[config.mk]
export PLATFORM = sky130hd
export DESIGN_NAME = ex_wb_stage
export DESIGN_NICKNAME = d
export VERILOG_FILES = /design/src/rtl/ex_wb_stage.sv
export SDC_FILE = /design/constraint.sdc
export NUM_CORES = 1
export LEC_CHECK = 0
export ABC_AREA = 1
export BUFFER_PORTS_ARGS = -buffer_cell sky130_fd_sc_hd__buf_2
export CAP_MARGIN = 20
export CORE_UTILIZATION = 58
export CTS_CLUSTER_DIAMETER = 40
export DETAILED_ROUTE_END_ITERATION = 7
export GPL_ROUTABILITY_DRIVEN = 0
export PLACE_DENSITY = 0.8
export SYNTH_ARGS = -nofsm -noshare
export SYNTH_HDL_FRONTEND = slang
export SYNTH_SLANG_ARGS = --single-unit
export TNS_END_PERCENT = 5
[constraint.sdc]
create_clock -name clk -period 1.8 [get_ports clk]
set_input_delay 0.36 -clock clk [delete_from_list [all_inputs] [get_ports clk]]
set_output_delay 0.36 -clock clk [all_outputs]
set_load 0.01 [all_outputs]
[src/rtl/ex_wb_stage.sv]
// EX/WB pipeline register with commit into a 2^AW-entry register file,
// same-cycle bypass on the ID read ports and a saturating retired counter.
module ex_wb_stage #(
   parameter int unsigned DW = 8,
   parameter int unsigned AW = 3
) (
   input  logic          clk,
   input  logic          rst_n,
   input  logic          ex_valid,
   input  logic          ex_reg_write,
   input  logic [AW-1:0] ex_rd,
   input  logic [DW-1:0] ex_result,
   input  logic          stall,
   input  logic          flush,
   input  logic [AW-1:0] rs_addr,
   input  logic [AW-1:0] rt_addr,
   output logic [DW-1:0] rs_data,
   output logic [DW-1:0] rt_data,
   output logic          reg_write_exwb,
   output logic [AW-1:0] rd_exwb,
   output logic [DW-1:0] result_exwb,
   output logic [15:0]   retired_count
);

   localparam int unsigned NREG = 1 << AW;
   localparam int unsigned CW   = 16;

   typedef struct packed {
      logic          valid;
      logic          reg_write;
      logic [AW-1:0] rd;
      logic [DW-1:0] result;
   } exwb_t;

   exwb_t         pipe_q;
   logic [DW-1:0] rf_q [NREG];
   logic [CW-1:0] cnt_q;

   logic commit_c;
   logic wr_en_c;

   // Commit depends only on stall; flush only kills the incoming instruction.
   assign commit_c = pipe_q.valid & ~stall;
   assign wr_en_c  = commit_c & pipe_q.reg_write;

   // Pipeline register: flush beats stall beats load.
   always_ff @(posedge clk or negedge rst_n) begin
      if (!rst_n) begin
         pipe_q <= '0;
      end else if (flush) begin
         pipe_q.valid     <= 1'b0;
         pipe_q.reg_write <= 1'b0;
      end else if (!stall) begin
         pipe_q.valid     <= ex_valid;
         pipe_q.reg_write <= ex_reg_write;
         pipe_q.rd        <= ex_rd;
         pipe_q.result    <= ex_result;
      end
   end

   always_ff @(posedge clk or negedge rst_n) begin
      if (!rst_n) begin
         for (int i = 0; i < int'(NREG); i++) begin
            rf_q[i] <= '0;
         end
      end else if (wr_en_c) begin
         rf_q[pipe_q.rd] <= pipe_q.result;
      end
   end

   always_ff @(posedge clk or negedge rst_n) begin
      if (!rst_n) begin
         cnt_q <= '0;
      end else if (commit_c && (cnt_q != '1)) begin
         cnt_q <= cnt_q + CW'(1);
      end
   end

   // Read ports see the value being written this cycle.
   always_comb begin
      rs_data = rf_q[rs_addr];
      rt_data = rf_q[rt_addr];
      if (wr_en_c && (rs_addr == pipe_q.rd)) begin
         rs_data = pipe_q.result;
      end
      if (wr_en_c && (rt_addr == pipe_q.rd)) begin
         rt_data = pipe_q.result;
      end
   end

   assign reg_write_exwb = pipe_q.valid & pipe_q.reg_write;
   assign rd_exwb        = pipe_q.rd;
   assign result_exwb    = pipe_q.result;
   assign retired_count  = cnt_q;

endmodule
Word level (Yosys, flattened, before mapping) --
Cells that the tools add are included.
Operators by class: reduce and logical (&&, ||, !) cells 5, order comparisons 4, multiplexer cells 13, bitwise logic cells 8, $add $sub $neg 1, equal/unequal tests 4
Operators by type and width (count):
- 64-bit bitwise mux | 1
- 8-bit two-way mux | 7
- 8-bit binary-select mux with 3-bit select | 2
- 8-bit demux with 3-bit select | 1
- 16-bit by 1-bit adder with 16-bit output, second input constant | 1
- 16-bit != test, second input constant | 1
- 13-bit two-way mux | 1
- 4-bit greater-or-equal comparator, second input constant | 3
- 3-bit NOT with 4-bit output | 3
- 3-bit == test | 2
- 1-bit logical AND | 4
- 4-bit by 1-bit < comparator with 1-bit output, second input constant | 1
- 1-bit bitwise AND | 3
- 2-bit two-way mux | 1
- 2-bit by 1-bit != test with 1-bit output, second input constant | 1
- 1-bit NOT | 2
- 2-bit AND reduction | 1
Storage, ports and cells: bits in registers 93, input bits 23

Depth between registers and ports, before layout --
Gate-level depths: netlist (run 1).
depth in word-level cells 6, mapped depth 8, mapped depth without buffers 8

Least setup slack after synthesis (run 1) --
OpenSTA, ideal clock, no wires.
kind input to output, from input port rs_addr[2], to output port rs_data[0], path buffers 1, stages on the path 8, arrival 1.346 ns, required time 1.440 ns, slack 0.094 ns, cell sequence buf_2 clkinv_1 nor2_1 nor3_1 nand2_2 inv_1 nand2_1 nand2_1
On the way: word-level cells in the longest chain between the ends 5, elaborated cells on any way between the ends 7
Ends and longest elaborated chain:
- start: declaration | RTL line 15 | input logic [AW-1:0] rs_addr,
- 3-bit NOT with 4-bit output (not written as such) | RTL line 81 | rs_data = rf_q[rs_addr];
- 8-bit binary-select mux with 3-bit select | RTL line 81
- 8-bit two-way mux (not written as such) (2 in a row) | RTL line 81
- 8-bit two-way mux * | RTL line 83 | if (wr_en_c && (rs_addr == pipe_q.rd)) begin
- end: declaration | RTL line 17 | output logic [DW-1:0] rs_data,
Every way passes the cells marked *; elsewhere a longest branch is shown, timed or not. The select of a mux whose other input is x is not followed.

Worst setup path in the final report (run 1) --
from register pipe_q, in the netlist rd_exwb[0], to output port rs_data[6]
On the way: word-level cells in the longest chain between the ends 3
Ends and longest elaborated chain:
- start: declaration | RTL line 35 | exwb_t pipe_q;
- 3-bit == test | RTL line 83
- 1-bit logical AND | RTL line 83
- 8-bit two-way mux | RTL line 83
No other way between the ends.

==> results of run 1 <==
[worst reg2reg max path, stage by stage, from the launching register on]
cell	delay, ps
dfrtp_1	420
nand2_1	150
nor2_4	210
nand3_4	120
o21ai_4	400
nand2_1	100
nand2_1	90
[report_power, final]
group,internal (W),switching [W],total (W)
logic,0.000355,0.000586,0.000940
clock network,0.000792,0.000776,0.00157
registers,0.00224,0.000164,0.00241
[state kept, by name, summed over array words and instances, names as in the netlist]
| name | cells |
|---|---|
| retired_count | 16 |
| rd_exwb | 3 |
| rf_q | 64 |
| result_exwb | 8 |
| pipe_q | 2 |
[synth_stat cells]
cell type and count:
xor2_1 6, o21ai_1 10, buf_6 1, nand3_1 58, clkbuf_1 19, inv_2 1
clkinv_1 2, nor2_4 1, or2_2 1, nand2_2 2, xnor2_1 4, nand2_1 227
ha_1 1, o211ai_1 28, a21oi_1 29, nor3_1 1, o21ai_4 1, nand3_4 1
buf_4 11, dfrtp_1 93, o21ai_0 103, nand4_1 13, nor2_1 30, buf_2 19
inv_1 61, nor2_2 1
[routing by layer]
layer	global-route usage [%]	vias up	routed length (um)
li1	-	2504	-
met1	46.7	2436	6000
met2	49.3	306	6590
met3	7.12	33	1720
met4	10.3	0	356
met5	0	-	0
[through the flow]
step | setup TNS [ps] | std cells | total power [W]
floorplan | 0 | 724 | 0.00296
global placement | -455 | 885 | 0.00330
detailed placement | -374 | 885 | 0.00332
CTS | -3760 | 902 | 0.00489
global route | -5300 | 904 | 0.00514
finish | -4330 | 904 | 0.00491
[how the worst max path moves through the flow]
stage	to	depth (start not counted)	slack, ps
4_1_cts	rt_data[6]	6	-260
2_1_floorplan	rs_data[0]	8	90
6_report	rs_data[6]	7	-300
3_3_place_gp	rs_data[0]	8	-30
3_5_place_dp	rs_data[6]	8	-40
5_1_grt	rs_data[3]	8	-360
[final cells by class]
class | count | share of cell area, %
multi-input combinational | 517 | 40.7
inverter | 64 | 4.00
clock inverter | 6 | 1.54
clock buffer | 9 | 2.01
tap | 108 | 2.19
timing repair buffer | 107 | 11.7
sequential | 93 | 37.8
[cells by family (layout without fill, tap and decap cells)]
logic type	Yosys count	count (layout)	share of synthesized area (%)
and+or+nand+nor	335	335	26.5
buffers and inverters	114	186	9.51
DFF	93	93	44.2
adders and majority gates	1	1	0.238
AOI/OAI and AO/OA	171	171	17.8
xor gates and xnor gates	10	10	1.67
[what timing repair did]
| action | in CTS | in global routing |
|---|---|---|
| endpoints found under the setup margin | 16 | 17 |
| gates resized for setup | 21 | 7 |
| hold buffers | 1 | 0 |
| hold endpoints to repair | 5 | 0 |
| pin swaps | 5 | 3 |
| buffers inserted | 1 | 2 |
==> results_dict.tcl, run 1 <==
set metrics [dict create \
    hold_ws_ps 192 \
    status "finished, violations left" \
    ys_seq_elements 93 \
    core_area_um2 8760 \
    min_to "rd_exwb[1]" \
    avgSynthCellArea_um2 7.27 \
    wire_per_inst_um 16.2 \
    clockBufferDepth 2 \
    dpl-instance-area_um2 5810 \
    cts_tree "done" \
    timing.fmax_mhz 477 \
    violations "setup timing" \
    skew_ps 10.9 \
    final_area_um2 6160 \
    hold_violations 0 \
    worstRegToRegCells 6 \
    mappedNetlistNets 748 \
    worst_pin_slew_ps 427 \
    cts_sinks 93 \
    io_pins 67 \
    synth_area_leaders "dfrtp_1 44%, nand2_1 16%, o21ai_0 9.8%, nand3_1 5.5%, inv_1 4.4%" \
    start_util_pct 60.0 \
    root_buffer "clkbuf_8" \
    antenna_found_initial 0 \
    crit_arrival_ps 1740 \
    grt_max_degree 51 \
    start_kind "register" \
    leakage_nw 2.96 \
    critPathMaxStageDelay_ps 460 \
    yosysUniqueCellTypes 26 \
    cp-startpoint "rd_exwb[0]" \
    overflow 0 \
    drive_gt1_share_pct 18.5 \
    cp_top_family "flip-flops" \
    worstPathRequired_ps 1440 \
    syn_to_final_growth_pct 17.1 \
    regArea_um2 2330 \
    synth_area_um2 5260 \
    post-dp-hpwl_um 10300 \
    nFillCells 705 \
    clk_pin_slew_worst_paths_ps 90 \
    vias 5279 \
    multi_input_area_um2 2510 \
    fin_util_pct 70.3 \
    slew_headroom_pct 71.4 \
    drtIter0Drc 563 \
    pre_cts_ws_ps -38.7 \
    ys_warn_count 0 \
    drcViolationCount 0 \
    hold_path_class "in2reg" \
    syn_inst 724 \
    timing.rr.end "retired_count[10]" \
    holdPathStages 3 \
    yosysSeqAreaShare_pct 44.2 \
    rows 34 \
    hp-start "ex_rd[1]" \
    pwr_density_cell_nw_per_um2 798 \
    crit_slowest_cell "dfrtp_2" \
    die_width_um 97.2 \
    rr_startpoint "retired_count[3]" \
    dieArea_um2 9450 \
    period_needed_ps 2100 \
    ir_drop_v 0.000502 \
    path_cells "xor2_1, nor2_2, nand2_2, buf_4, nand3_1, nand2_1, buf_2" \
    yosys.area.top_type "dfrtp_1" \
    synth.top_cell.area_share_pct 44.2 \
    grt_pass1_vias 4877 \
    final_cell_mix "225 x nand2_1, 102 x o21ai_0, 91 x dfrtp_1" \
    nets 816 \
    routed_wl_um 14700 \
    r2r_slack_ps 250 \
    track_usage_pct 32.5 \
    postRouteAntennaNets 0 \
    die_y_um 97.2 \
    routed_via_density 5.84 \
    setup_viol 16 \
    clk_latency_ps 370 \
    grt_first_pass_wirelength_um 24400 \
    io_buffers 66 \
    drt_first_pass_iters 6 \
    fin_ws_ps -297 \
    setup.worst_path.class "reg2out" \
    critPathMaxFanout 4 \
    htreeDepth 3 \
    grt_setup_unrepaired "yes" \
    period_share_pct 116 \
    diodes 0 \
    endpoint_kind "output port" \
    maxCapViolCount 0 \
    cts_inserted_buffers 9 \
    drv_slew 0 \
    path_buf_inv 2 \
    layout_commonest_cell "nand2_1" \
]
(Power assumes the default switching activity.)
==> inputs of run 2 (changes only) <==
--- a/config.mk
+++ b/config.mk
@@ -5,7 +5,6 @@
 export SDC_FILE = /design/constraint.sdc
 export NUM_CORES = 1
 export LEC_CHECK = 0
-export ABC_AREA = 1
 export BUFFER_PORTS_ARGS = -buffer_cell sky130_fd_sc_hd__buf_2
 export CAP_MARGIN = 20
 export CORE_UTILIZATION = 58
==> run 2 against run 1 <==
Effect of this change:
- the flow still finishes with violations (setup timing)
- sequential power up 5%
- maximum frequency up 1.1%
- synthesized area down 3.5%
- via count decreased by 37%
- sequential share of layout area rose by 0.66 points
- total power fell by 0.74%
- critical endpoint is now rt_data[0]
- largest power group unchanged
==> results_dict.tcl, run 2 <==
set metrics [dict create \
    drive_gt1_share_pct 60.3 \
    vias 3341 \
    pwr_density_cell_nw_per_um2 807 \
    io_pins 67 \
    endpoint_kind "output port" \
    rows 33 \
    synth_top_family_by_area "multiplexers" \
    synth_area_leaders "dfrtp_1 46%, mux2_2 15%, mux4_2 14%, mux2i_1 3.5%, buf_4 2.7%" \
    postRouteAntennaNets 0 \
    grt_first_pass_wirelength_um 17900 \
    drv_slew 0 \
    clockBufferDepth 2 \
    antenna_found_initial 0 \
    synth_most_common_cell "dfrtp_1" \
    period_needed_ps 2070 \
    maxCapViolCount 0 \
    synth_area_um2 5080 \
    setup_viol 16 \
    crit_arrival_ps 1710 \
    largest_reg_flops 64 \
    dpl-instance-area_um2 5760 \
    ys_warn_count 0 \
    nFillCells 563 \
    die_y_um 95.6 \
    htreeDepth 3 \
    post-dp-hpwl_um 8100 \
    final_area_um2 6050 \
    setup_tns_ps -3860 \
    clk_pin_slew_worst_paths_ps 90 \
    setup.worst_path.class "reg2out" \
    critPathMaxFanout 15 \
    synth_edf_count 0 \
    drt_first_pass_iters 4 \
    core_area_um2 8340 \
    root_buffer "clkbuf_8" \
    diodes 0 \
    grt_pass1_vias 3309 \
    ys_seq_elements 93 \
    timing.fmax_mhz 482 \
    fin_ws_ps -274 \
    syn_to_final_growth_pct 19.1 \
    start_kind "register" \
    hold_path_class "in2reg" \
    ys.flop_type "dfrtp_1" \
    synthTopCellsByCount "93 x dfrtp_1, 68 x mux2_2, 32 x mux4_2" \
    yosysUniqueCellTypes 39 \
    pre_cts_ws_ps -178 \
    skew_ps 11.4 \
    leakage_nw 2.90 \
    routed_wl_um 11400 \
    period_share_pct 115 \
    drtIter0Drc 107 \
    grt_setup_unrepaired "yes" \
    synth_compound_area_share_pct 2.44 \
    io_buffers 66 \
    track_usage_pct 27.3 \
    synth_xor_area_share_pct 3.45 \
    mappedNetlistNets 391 \
    slew_headroom_pct 66.0 \
    clk_latency_ps 370 \
    status "finished, violations left" \
    layout_commonest_cell "dfrtp_1" \
    wire_per_inst_um 20.4 \
    overflow 0 \
    synth.top_cell.area_share_pct 45.8 \
    routed_via_density 5.99 \
    dieArea_um2 9130 \
    ir_drop_v 0.000450 \
    worst_pin_slew_ps 510 \
    synthAdderAreaFrac_pct 0.246 \
    worstPathRequired_ps 1440 \
    violations "setup timing" \
    final_cell_mix "93 x dfrtp_1, 68 x mux2_2, 65 x buf_2" \
    yosysSeqAreaShare_pct 45.8 \
    synthSimpleGateAreaFrac_pct 8.01 \
    finalPower_w 0.00488 \
    start_util_pct 60.9 \
    r2r_slack_ps 80 \
    hold_violations 0 \
    die_width_um 95.6 \
    nets 472 \
    largest-register "rf_q" \
    drcViolationCount 0 \
    cts_sinks 93 \
    grt_max_degree 43 \
    yosys.area.top_type "dfrtp_1" \
    synthMuxAreaShare_pct 35.2 \
    synthArstFlopShare_pct 100 \
    cts_tree "done" \
    avgSynthCellArea_um2 13.8 \
    cts_inserted_buffers 9 \
    syn_inst 367 \
]
run 2: path summary, 6_finish.rpt:
kind	startpoint	endpoint	depth (start not counted)
max	pipe_q[12]	rt_data[0]	6
min	flush	pipe_q[12]	2
max reg2reg	retired_count[12]	retired_count[7]	5
min reg2reg	retired_count[15]	retired_count[15]	1
max in group asynchronous	rst_n	rf_q[6]	3
min in group asynchronous	rst_n	rf_q[43]	2
run 2: what timing repair did:
action                                 in CTS  in global routing
cloned                                      0                  0
setup endpoints to repair                  16                 22
gates resized for setup                    11                  7
buffers inserted                            2                  0
endpoints found under the hold margin      35                  0
pin swaps                                   5                  3
hold buffers                                1                  0
run 2: final cells by class:
| type | instances | area, um^2 | area share [%] |
|---|---|---|---|
| multi-input cells | 233 | 2620 | 43.3 |
| flip-flops and latches | 93 | 2330 | 38.5 |
| repair buffers | 107 | 754 | 12.5 |
| well taps | 105 | 131 | 2.17 |
| clock buffers | 9 | 124 | 2.05 |
| clock inverters | 7 | 73.8 | 1.22 |
| inverters | 4 | 15.0 | 0.248 |
run 2: where the power goes:
part / switching [W] / internal, W
Sequential: 0.000243 / 0.00227
Combinational: 0.000401 / 0.000519
Clock: 0.000792 / 0.000650
run 2: per-layer routing:
metal  share of wire (%)  GRT usage, %  vias to the layer above
li1                    -             -                     1501
met4                 1.6          9.08                        0
met2                  49          44.0                      104
met3                 4.4          4.23                       12
met5                   0             0                        -
met1                  45          38.1                     1724
run 2: cell families after synthesis:
| logic type | after synthesis |
|---|---|
| AO/OA/AOI/OAI | 19 |
| XOR/XNOR | 20 |
| adder cells (fa/ha/maj) | 1 |
| buffers and inverters | 41 |
| flip-flops | 93 |
| multiplexers | 126 |
| AND/OR/NAND/NOR | 67 |
run 2: through the flow:
step,std cells,utilization [%],hold WS [ps]
2_1_floorplan,367,-,64.4
3_3_place_gp,539,69.0,359
3_5_place_dp,539,69.0,363
4_1_cts,558,72.1,152
5_1_grt,558,72.5,179
6_report,558,72.5,172
run 2: worst max-delay path: stages, from the launching register on:
cell     delay [ps]
dfrtp_1         380
and3b_2         260
nand4_1         120
buf_6           210
nor2_2           60
a21oi_2         160
buf_2           160
==> inputs of run 3 (changes only) <==
--- a/config.mk
+++ b/config.mk
@@ -7,6 +7,7 @@
 export LEC_CHECK = 0
 export BUFFER_PORTS_ARGS = -buffer_cell sky130_fd_sc_hd__buf_2
 export CAP_MARGIN = 20
+export CORE_MARGIN = 3
 export CORE_UTILIZATION = 58
 export CTS_CLUSTER_DIAMETER = 40
 export DETAILED_ROUTE_END_ITERATION = 7
==> run 3 against run 2 <==
Effect of this change:
- the flow still finishes with violations (setup timing)
- critical path type unchanged
- sequential share of layout area is 1.4 points lower
- highest routed layer unchanged
- clock-buffer cell count increased by 1
- critical path depth grew 1
- sequential power barely moved
- maximum frequency down 3.4%
- non-clock buffer count rose by 6
- final area increased by 3.8%
- combinational power increased by 3.4%
- total power is 3.3% lower
- register-to-register slack worse by 50 ps
- first-iteration DRC count increased by 130%
- setup slack worse by 74 ps
==> results_dict.tcl, run 3 (synthesized netlist as in run 2, its figures left out) <==
set metrics [dict create \
    slew_headroom_pct 64.8 \
    leakage_nw 2.96 \
    path_cells "and3b_2, nand4_1, buf_6, buf_12, nor2_4, a21oi_4, buf_2" \
    htreeDepth 3 \
    pwr_density_cell_nw_per_um2 751 \
    grt_setup_unrepaired "yes" \
    setup_viol 16 \
    hold_path_class "in2reg" \
    routed_wl_um 11900 \
    violations "setup timing" \
    diodes 0 \
    start_kind "register" \
    grtUsageMet2_pct 40.1 \
    crit_arrival_ps 1790 \
    timing.fmax_mhz 466 \
    fin_util_pct 75.3 \
    antenna_found_initial 0 \
    drive_gt1_share_pct 62.1 \
    finalPower_w 0.00472 \
    dieArea_um2 9910 \
    clk_latency_ps 370 \
    fin_ws_ps -348 \
    rows 33 \
    nFillCells 528 \
    ir_drop_v 0.000514 \
    root_buffer "clkbuf_8" \
    critPathMaxStageDelay_ps 390 \
    endpoint_kind "output port" \
    die_width_um 99.6 \
    skew_ps 17.7 \
    globalRouteMet3Util_pct 3.51 \
    worstPathRequired_ps 1440 \
    status "finished, violations left" \
    drtIter0Drc 251 \
    setup_tns_ps -4390 \
    postRouteAntennaNets 0 \
    critPathMaxFanout 6 \
    hold_violations 0 \
    pre_cts_ws_ps -195 \
    regArea_um2 2330 \
    drcViolationCount 0 \
    clk_pin_slew_worst_paths_ps 90 \
    cts_inserted_buffers 9 \
    period_needed_ps 2150 \
    grt_first_pass_wirelength_um 18600 \
    track_usage_pct 24.7 \
    cts_tree "done" \
    multi_input_area_um2 2740 \
    grt_pass1_vias 3522 \
    die_y_um 99.6 \
    wire_per_inst_um 21.0 \
    io_pins 67 \
    syn_to_final_growth_pct 23.7 \
    overflow 0 \
    post-dp-hpwl_um 8360 \
    drv_slew 0 \
    largest-register "rf_q" \
    cts_sinks 93 \
    start_util_pct 60.9 \
    use_met1_pct 33.5 \
    drt_first_pass_iters 6 \
    vias 3394 \
    setup.worst_path.class "reg2out" \
    grt.busiest_layer "met2" \
    worst_pin_slew_ps 528 \
    crit_slowest_cell "dfrtp_1" \
    routed_via_density 6.02 \
    nets 478 \
    clockBufferDepth 2 \
    period_share_pct 119 \
    maxCapViolCount 0 \
    core_area_um2 8340 \
    grt_max_degree 60 \
    io_buffers 66 \
    layout_commonest_cell "dfrtp_1" \
    final_cell_mix "93 x dfrtp_1, 65 x mux2_2, 64 x buf_2" \
    largest_reg_flops 64 \
]
-- run 3: changes by cell type in the layout (fill, tap and decap cells not counted), sizes merged --
cell,change
buf,+4
clkbuf,+3
clkinv,+2
inv,-2
bufinv,-1
-- run 3: worst max-delay path: cells and delay by family, from the launching register on --
kind | cells | cell delay [ps]
compound gates | 1 | 170
buf+inv | 3 | 460
flops | 1 | 390
simple gates | 3 | 400
-- run 3: stage by stage --
stage	area, um^2	std cells	hold WS [ps]
6_report	6280	564	167
3_5_place_dp	5830	542	344
5_1_grt	6280	564	180
4_1_cts	6040	559	157
2_1_floorplan	5150	367	64.4
3_3_place_gp	5830	542	346
-- run 3: area by class of cell --
| cell class | count | area share [%] |
|---|---|---|
| Multi-Input combinational cell | 233 | 43.7 |
| Sequential cell | 93 | 37.1 |
| Timing Repair Buffer | 113 | 14.2 |
| Tap cell | 105 | 2.09 |
| Clock buffer | 10 | 2.03 |
| Clock inverter | 6 | 0.638 |
| Inverter | 4 | 0.239 |
-- run 3: path summary, 6_finish.rpt --
kind / startpoint / end / slack (ps) / cells after the start
max: pipe_q[12] / rs_data[0] / -350 / 7
min: flush / pipe_q[11] / 170 / 2
max reg2reg: pipe_q[12] / rf_q[13] / 30 / 6
min reg2reg: retired_count[15] / retired_count[15] / 510 / 1
max in group asynchronous: rst_n / rf_q[20] / 1000 / 3
min in group asynchronous: rst_n / rf_q[52] / 490 / 3
-- run 3: layer usage --
| metal | share of wire (%) | wire length [um] |
|---|---|---|
| met1 | 42 | 5000 |
| met2 | 50 | 5940 |
| met3 | 5.0 | 590 |
| met4 | 2.8 | 331 |
| met5 | 0 | 0 |
-- run 3: timing repair --
item / 4_1_cts / 5_1_grt
cloned: 0 / 2
endpoints found under the hold margin: 37 / 0
setup buffers: 0 / 3
gates resized for setup: 13 / 34
pin swaps: 2 / 11
hold buffers: 1 / 0
endpoints found under the setup margin: 32 / 24
-- run 3: power breakdown --
group          internal [W]  switching [W]  leakage, nW
Sequential          0.00227       0.000272         1.24
Clock              0.000499       0.000720       0.0860
Combinational      0.000546       0.000407         1.63
